===== config.mk =====
export PLATFORM = sky130hd
export DESIGN_NAME = iram_pi_reader
export DESIGN_NICKNAME = d
export VERILOG_FILES = /design/src/rtl/iram_pi_reader.sv
export SDC_FILE = /design/constraint.sdc
export NUM_CORES = 1
export LEC_CHECK = 0
export BUFFER_PORTS_ARGS = -buffer_cell sky130_fd_sc_hd__buf_2
export CAP_MARGIN = 20
export CORE_AREA = 8 8 72 74
export CTS_BUF_LIST = sky130_fd_sc_hd__clkbuf_4 sky130_fd_sc_hd__clkbuf_8
export CTS_CLUSTER_DIAMETER = 100
export DETAILED_ROUTE_END_ITERATION = 7
export DIE_AREA = 0 0 80 82
export GPL_ROUTABILITY_DRIVEN = 1
export MAX_ROUTING_LAYER = met4
export PLACE_DENSITY = 0.85
export SLEW_MARGIN = 0
export SYNTH_ARGS = -nofsm -noshare
export SYNTH_HDL_FRONTEND = slang
export SYNTH_SLANG_ARGS = --single-unit

===== constraint.sdc =====
create_clock -name gclk -period 2.1 [get_ports gclk]
set_clock_uncertainty 0.2 [all_clocks]
set_input_delay 0.42 -clock gclk [delete_from_list [all_inputs] [get_ports gclk]]
set_output_delay 0.42 -clock gclk [all_outputs]
set_load 0.01 [all_outputs]

===== src/rtl/iram_pi_reader.sv =====
// Pi readback port for IRAM: synchronised Pi strobes, 16-bit word fetch,
// returned as low byte then high byte over a four-phase ack handshake.
module iram_pi_reader #(
   parameter int ADDR_W      = 8,
   parameter int RAM_LAT     = 1,
   parameter int SYNC_STAGES = 2
) (
   input  logic              gclk,
   input  logic              rst_n,
   input  logic              ComFlag,
   input  logic              PiStrobe,
   input  logic              PiAI,
   input  logic [7:0]        pi_din,
   output logic [7:0]        pi_dout,
   output logic              pi_dout_oe,
   output logic              PiAck,
   output logic [ADDR_W-1:0] ram_addr,
   output logic              ram_rd_en,
   input  logic [15:0]       ram_rdata,
   output logic              proto_err
);

   typedef enum logic [1:0] {
      IDLE,
      FETCH,
      WAIT,
      PRESENT
   } state_t;

   localparam logic [1:0] LAT_LAST = 2'(RAM_LAT - 1);

   state_t            state, state_n;
   logic [SYNC_STAGES-1:0] strobe_sync, ai_sync;
   logic              strobe_s, strobe_d;
   logic              rise_q, ai_q;
   logic [ADDR_W-1:0] addr_cnt, addr_n;
   logic              byte_sel, sel_n;
   logic [15:0]       word_q, word_n;
   logic [7:0]        dout_n;
   logic              oe_n, ack_n, err_n;
   logic [1:0]        lat_cnt, lat_n;

   assign strobe_s  = strobe_sync[SYNC_STAGES-1];
   assign ram_addr  = addr_cnt;
   assign ram_rd_en = ComFlag && (state == FETCH);

   // rise and the matching PiAI sample are registered together
   always_ff @(posedge gclk or negedge rst_n) begin
      if (!rst_n) begin
         strobe_sync <= '0;
         ai_sync     <= '0;
         strobe_d    <= 1'b0;
         rise_q      <= 1'b0;
         ai_q        <= 1'b0;
      end else begin
         strobe_sync <= {strobe_sync[SYNC_STAGES-2:0], PiStrobe};
         ai_sync     <= {ai_sync[SYNC_STAGES-2:0], PiAI};
         strobe_d    <= strobe_s;
         rise_q      <= strobe_s & ~strobe_d;
         ai_q        <= ai_sync[SYNC_STAGES-1];
      end
   end

   always_ff @(posedge gclk or negedge rst_n) begin
      if (!rst_n) begin
         state      <= IDLE;
         addr_cnt   <= '0;
         byte_sel   <= 1'b0;
         word_q     <= '0;
         pi_dout    <= '0;
         pi_dout_oe <= 1'b0;
         PiAck      <= 1'b0;
         proto_err  <= 1'b0;
         lat_cnt    <= '0;
      end else begin
         state      <= state_n;
         addr_cnt   <= addr_n;
         byte_sel   <= sel_n;
         word_q     <= word_n;
         pi_dout    <= dout_n;
         pi_dout_oe <= oe_n;
         PiAck      <= ack_n;
         proto_err  <= err_n;
         lat_cnt    <= lat_n;
      end
   end

   always_comb begin
      state_n = state;
      addr_n  = addr_cnt;
      sel_n   = byte_sel;
      word_n  = word_q;
      dout_n  = pi_dout;
      oe_n    = pi_dout_oe;
      ack_n   = PiAck;
      err_n   = proto_err;
      lat_n   = lat_cnt;
      if (!ComFlag) begin
         // pointer and word survive so a read pair can resume
         state_n = IDLE;
         oe_n    = 1'b0;
         ack_n   = 1'b0;
      end else begin
         if (rise_q && state != IDLE)
            err_n = 1'b1;
         unique case (state)
            IDLE: begin
               if (rise_q) begin
                  if (ai_q) begin
                     addr_n  = pi_din[ADDR_W-1:0];
                     sel_n   = 1'b0;
                     err_n   = 1'b0;
                     ack_n   = 1'b1;
                     state_n = PRESENT;
                  end else if (!byte_sel) begin
                     state_n = FETCH;
                  end else begin
                     dout_n  = word_q[15:8];
                     oe_n    = 1'b1;
                     ack_n   = 1'b1;
                     sel_n   = 1'b0;
                     addr_n  = addr_cnt + 1'b1;
                     state_n = PRESENT;
                  end
               end
            end
            FETCH: begin
               lat_n   = '0;
               state_n = WAIT;
            end
            WAIT: begin
               if (lat_cnt == LAT_LAST) begin
                  word_n  = ram_rdata;
                  dout_n  = ram_rdata[7:0];
                  oe_n    = 1'b1;
                  ack_n   = 1'b1;
                  sel_n   = 1'b1;
                  state_n = PRESENT;
               end else begin
                  lat_n = lat_cnt + 1'b1;
               end
            end
            PRESENT: begin
               if (!strobe_s) begin
                  ack_n   = 1'b0;
                  oe_n    = 1'b0;
                  state_n = IDLE;
               end
            end
            default: state_n = IDLE;
         endcase
      end
   end

endmodule

Yosys cells after proc, flatten, opt, wreduce, memory -nomap -nowiden
Index checks and enable logic that the tools add are counted.
{"block": "classes", "addsub": 2, "reduce_logical": 16, "n_bitwise": 2, "eq_ne": 15, "n_mux": 33}
{"operator": "2-to-1 mux 8 bit", "n": 6}
{"operator": "case mux 8 bit (2 select lines)", "n": 1}
{"operator": "inequality test 3 bit, second input constant", "n": 5}
{"operator": "2-to-1 mux 1 bit", "n": 14}
{"operator": "2-to-1 mux 2 bit", "n": 7}
{"operator": "AND reduction 6 bit", "n": 2}
{"operator": "inequality test 2 bit, second input constant", "n": 5}
{"operator": "AND reduction 3 bit", "n": 3}
{"operator": "adder 8 x 1 -> 8 bit, second input constant", "n": 1}
{"operator": "case mux 2 bit (4 select lines)", "n": 1}
{"operator": "AND reduction 4 bit", "n": 2}
{"operator": "nonzero test 2 bit", "n": 4}
{"operator": "case mux 1 bit (3 select lines)", "n": 2}
{"operator": "AND reduction 5 bit", "n": 1}
{"operator": "equality test 2 bit, second input constant", "n": 2}
{"operator": "logical NOT 2 bit", "n": 2}
{"operator": "inequality test 4 x 1 -> 1 bit, second input constant", "n": 1}
{"operator": "inequality test 4 bit, second input constant", "n": 1}
{"operator": "case mux 2 bit (2 select lines)", "n": 1}
{"operator": "adder 2 x 1 -> 2 bit, second input constant", "n": 1}
{"operator": "equality test 2 x 1 -> 1 bit, second input constant", "n": 1}
{"operator": "logical AND 1 bit", "n": 2}
{"operator": "case mux 1 bit (2 select lines)", "n": 1}
{"operator": "bitwise AND 1 bit", "n": 1}
{"operator": "NOT 1 bit", "n": 1}
{"block": "totals", "elab_cells": 82, "inputBits": 29, "output_inout_bits": 20, "ff_bits": 47}

Depth between registers and ports, before layout
{"block": "logic_depth", "ltp_word": 6, "mapped_depth": 7, "mapped_depth_nobuf": 6}

Least setup slack after synthesis
Ideal clock, no wire load.
{"block": "synth_timing", "path_kind": "register to register", "start": "register state[0]", "end": "register pi_dout[0]", "t_required_ps": 1775, "setup_ps": 125, "synth_period_minus_slack_ps": 2084, "t_arrival_ps": 1759, "path_stages_with_launch": 8, "path_buffers": 1, "setup_slack_ps": 16, "path_cell_list": "dfrtp_1 inv_1 ha_1 buf_6 mux2_2 nand3_2 a221oi_4 mux2_2"}
{"block": "synth_via", "elab_chain_cells": 3, "word_cells_on_any_way": 9, "classes_between": "5 x eq/ne; 1 x mux; 3 x reduce/logical"}
{"item": "start, declared", "line_no": "32", "text": "state_t state, state_n;"}
{"item": "start signal, assigned", "line_no": "76", "text": "state <= state_n;"}
{"item": "equality test 2 bit or logical NOT 2 bit (tied branches)", "line_no": "106", "text": "unique case (state)"}
{"item": "inequality test 2 bit (no source line) or nonzero test 2 bit (tied branches)"}
{"item": "AND reduction 6 bit (no source line)"}
{"item": "end signal, assigned", "line_no": "80", "text": "pi_dout <= dout_n;"}
{"item": "end, declared", "line_no": "14", "text": "output logic [7:0] pi_dout,"}
Several ways; a longest one is shown, not always the timed one.
A chain may end at the register's enable or synchronous reset.

Worst setup path in the final report
{"block": "layout_timing", "start": "register state[1]", "end": "register pi_dout[6]"}
The elaborated chain is that of the path after synthesis.

==> flow_summary.ini <==
[run_status]
status = complete, no violations

[critical_path]
r2r_setup_slack_ns = 0.06
reg2reg_from = state[1]
cp.required_ns = 2.07
reg2regPathDepth = 7
critPathLaunchType = register
crit_type = register to register
worstPathMaxFanout = 8
arrival_ns = 2.01
endpoint_kind = register
r2r_end = pi_dout[6]

[synthesis]
synth_top_area_share = 0.510
yosysSeqAreaShare = 0.510
synth-simple-area-share = 0.113
synth_edf_count = 0
synthArstFlopShare = 1.00
synth_fa_ha_area_frac = 0.0524
synth_warnings = 0
synthesis.nets = 197
yosys.area_share.xor_xnor = 0.00458
synthCells = 160
yosys-top-cells-area = dfrtp_1, mux2_2, ha_1, a21oi_1, a211oi_1
muxShareOfSynthArea = 0.164
synth.cell_area_um2 = 1910
yosysUniqueCellTypes = 36
synth_seq_cells = 39
synth-compound-area-share = 0.122
syn_avg_cell_area_um2 = 11.9
synthFlopType = dfrtp_1
synth_top_family_by_area = multiplexers
yosys.area.top_type = dfrtp_1

[pwr]
leakage_nw = 1.13
ir_worst_vdd_v = 0.000711
p_sw_frac = 0.339
p_switching_uw = 992
fin_total_pwr_mw = 2.92
powerDensity_nw_per_um2 = 1200
pwr-share-comb = 0.423
seq_power_share = 0.401
p_clk_frac = 0.177
intPower_mw = 1.93

[drt]
ant_nets = 0
vias_per_cell = 5.35
drc = 0
wl_um = 4330
wl_per_cell_um = 15.6
drtIter0Drc = 66
first_pass_iters = 4
vias = 1486

[global_route]
grt_pass1_wl_um = 7150
track_usage = 0.144
grt_pass1_vias = 1602
grt_max_degree = 26
grt_antenna_before_repair = 0
globalRoute.totalOverflow = 0

[sta]
min_period_over_period = 0.970
period_needed_ns = 2.04
worstMarginPinSlew_ns = 0.558
holdWs_ns = 0.0309
hold_viol = 0
tns_ns = 0
setup_viol = 0
fmax_ghz = 0.491
finalMaxSlewViolations = 0
slew-limit-headroom = 0.628

[placement]
placed_cell_area_um2 = 2290
dp_hpwl_um = 3240
port_buffers = 48
place_inst = 267
routabilityCongestion = 0.846

[clock_network]
cts_tree = yes
h-tree-depth = 2
ctsLongestPathBuffers = 2
clk_latency_ns = 0.29
clock_sinks = 39
cts_made_buffers = 5
cts-root-buf = clkbuf_8
path_clk_slew_ns = 0.07

[cells_and_area]
fin_cells = 278
drive_gt1_frac = 0.482
diodes = 0
fin_nets = 262
final_area_um2 = 2430
syn_to_final_growth_pct = 27.4

[floorplan]
die_h_um = 82
die_w_um = 80
num_rows = 24
ios = 49
coreArea_um2 = 4140
start_util = 0.461
die_area_um2 = 6560

[flow_run]
maxCapViolCount = 0

[hold_path]
min_path_cells = 1
hold_start = PiStrobe
holdPathEnd = strobe_sync[0]
hold_class = input pin to register
layout make-up:
type,instances,area [um^2]
inverters,8,30.0
multi-input cells,109,901
flip-flops and latches,39,977
fillers,340,1710
well taps,52,65.1
repair buffers,62,373
clock buffers,7,83.8
clock inverters,1,5.00
routing by layer:
layer  vias up  wire length [um]  GRT usage
li1        718                 -          -
met1       711              1900      0.158
met2        51              2050      0.231
met3         6               303     0.0492
met4         0                76     0.0655
met5         -                 0          -
cells in the mapped netlist (2+ instances only):
master     n
nand4_1    2
mux2_2    27
dfrtp_1   39
buf_6      2
ha_1       8
o21ai_0    6
and3_1     2
o22ai_1    4
and4_1     3
nor2b_1    4
inv_1      8
nor3_1     5
nand3_1    4
a211oi_1   5
a31oi_1    2
buf_2      2
a21oi_1    8
nor2_1     7
nand2_1    5
cell families (layout without fill, tap and decap cells):
group	count (synthesis)	count (layout)
AND/OR/NAND/NOR	39	39
flip-flops	39	39
AO/OA/AOI/OAI	33	33
buffers and inverters	12	78
XOR/XNOR	1	1
adder cells (fa/ha/maj)	8	8
multiplexers	28	28
how the worst max path moves through the flow:
stage | startpoint | endpoint | slack, ns | depth (start not counted)
final | state[1] | pi_dout[6] | 0.06 | 7
after global routing | state[1] | pi_dout[6] | -0.005 | 7
after CTS | state[1] | pi_dout[6] | 0.03 | 7
after detailed placement | state[1] | pi_dout[6] | -0.01 | 7
after global placement | state[0] | pi_dout[5] | 0.08 | 7
after floorplan | state[0] | pi_dout[0] | 0.02 | 7
stage by stage:
| stage | worst slack [ns] | utilization |
|---|---|---|
| detailed placement | -0.0107 | 0.553 |
| global placement | 0.0763 | 0.553 |
| floorplan | 0.0159 | - |
| CTS | 0.0312 | 0.579 |
| global route | -0.00506 | 0.588 |
| finish | 0.0634 | 0.588 |
state kept, by name (all words and copies together) (netlist names), 2 cells and up:
| register | count |
|---|---|
| pi_dout | 8 |
| ram_addr | 8 |
| word_q | 8 |
| ai_sync | 2 |
| lat_cnt | 2 |
| state | 2 |
| strobe_sync | 2 |
worst max-delay path: stages, from the launching register on:
cell      delay (ns)
dfrtp_2         0.44
inv_2           0.09
ha_2            0.20
mux2_2          0.16
nand3_2         0.10
a221oi_4        0.24
buf_12          0.16
mux2_2          0.33
cell usage in the layout, fill, tap and decap left out, types with 2 or more instances in the layout:
cell type / count
buf_2: 48
dfrtp_1: 38
mux2_2: 27
buf_4: 11
a21oi_1: 8
nor2_1: 7
inv_1: 6
o21ai_0: 6
a211oi_1: 5
nor3_1: 5
nand2_1: 5
ha_1: 5
clkbuf_8: 5
o22ai_1: 4
nor2b_1: 3
nand3_2: 3
and4_1: 3
ha_2: 3
inv_2: 2
a31oi_1: 2
nand4_1: 2
and3_1: 2
nand3_1: 2
clkbuf_4: 2
buf_12: 2
power groups by stage:
stage	clock network (mW)	logic, mW	registers, mW
final	0.516	1.23	1.17
after global routing	0.556	1.36	1.21
after CTS	0.526	1.23	1.17
after detailed placement	0	1.20	1.18
after global placement	0	1.16	1.17
after floorplan	0	0.726	1.21
what timing repair did:
action	4_1_cts	5_1_grt
resized for setup	2	8
setup buffers	1	1
setup endpoints to repair	8	24
hold buffers	1	0
hold endpoints to repair	24	0
No activity file was read; power rests on OpenSTA's default activity.
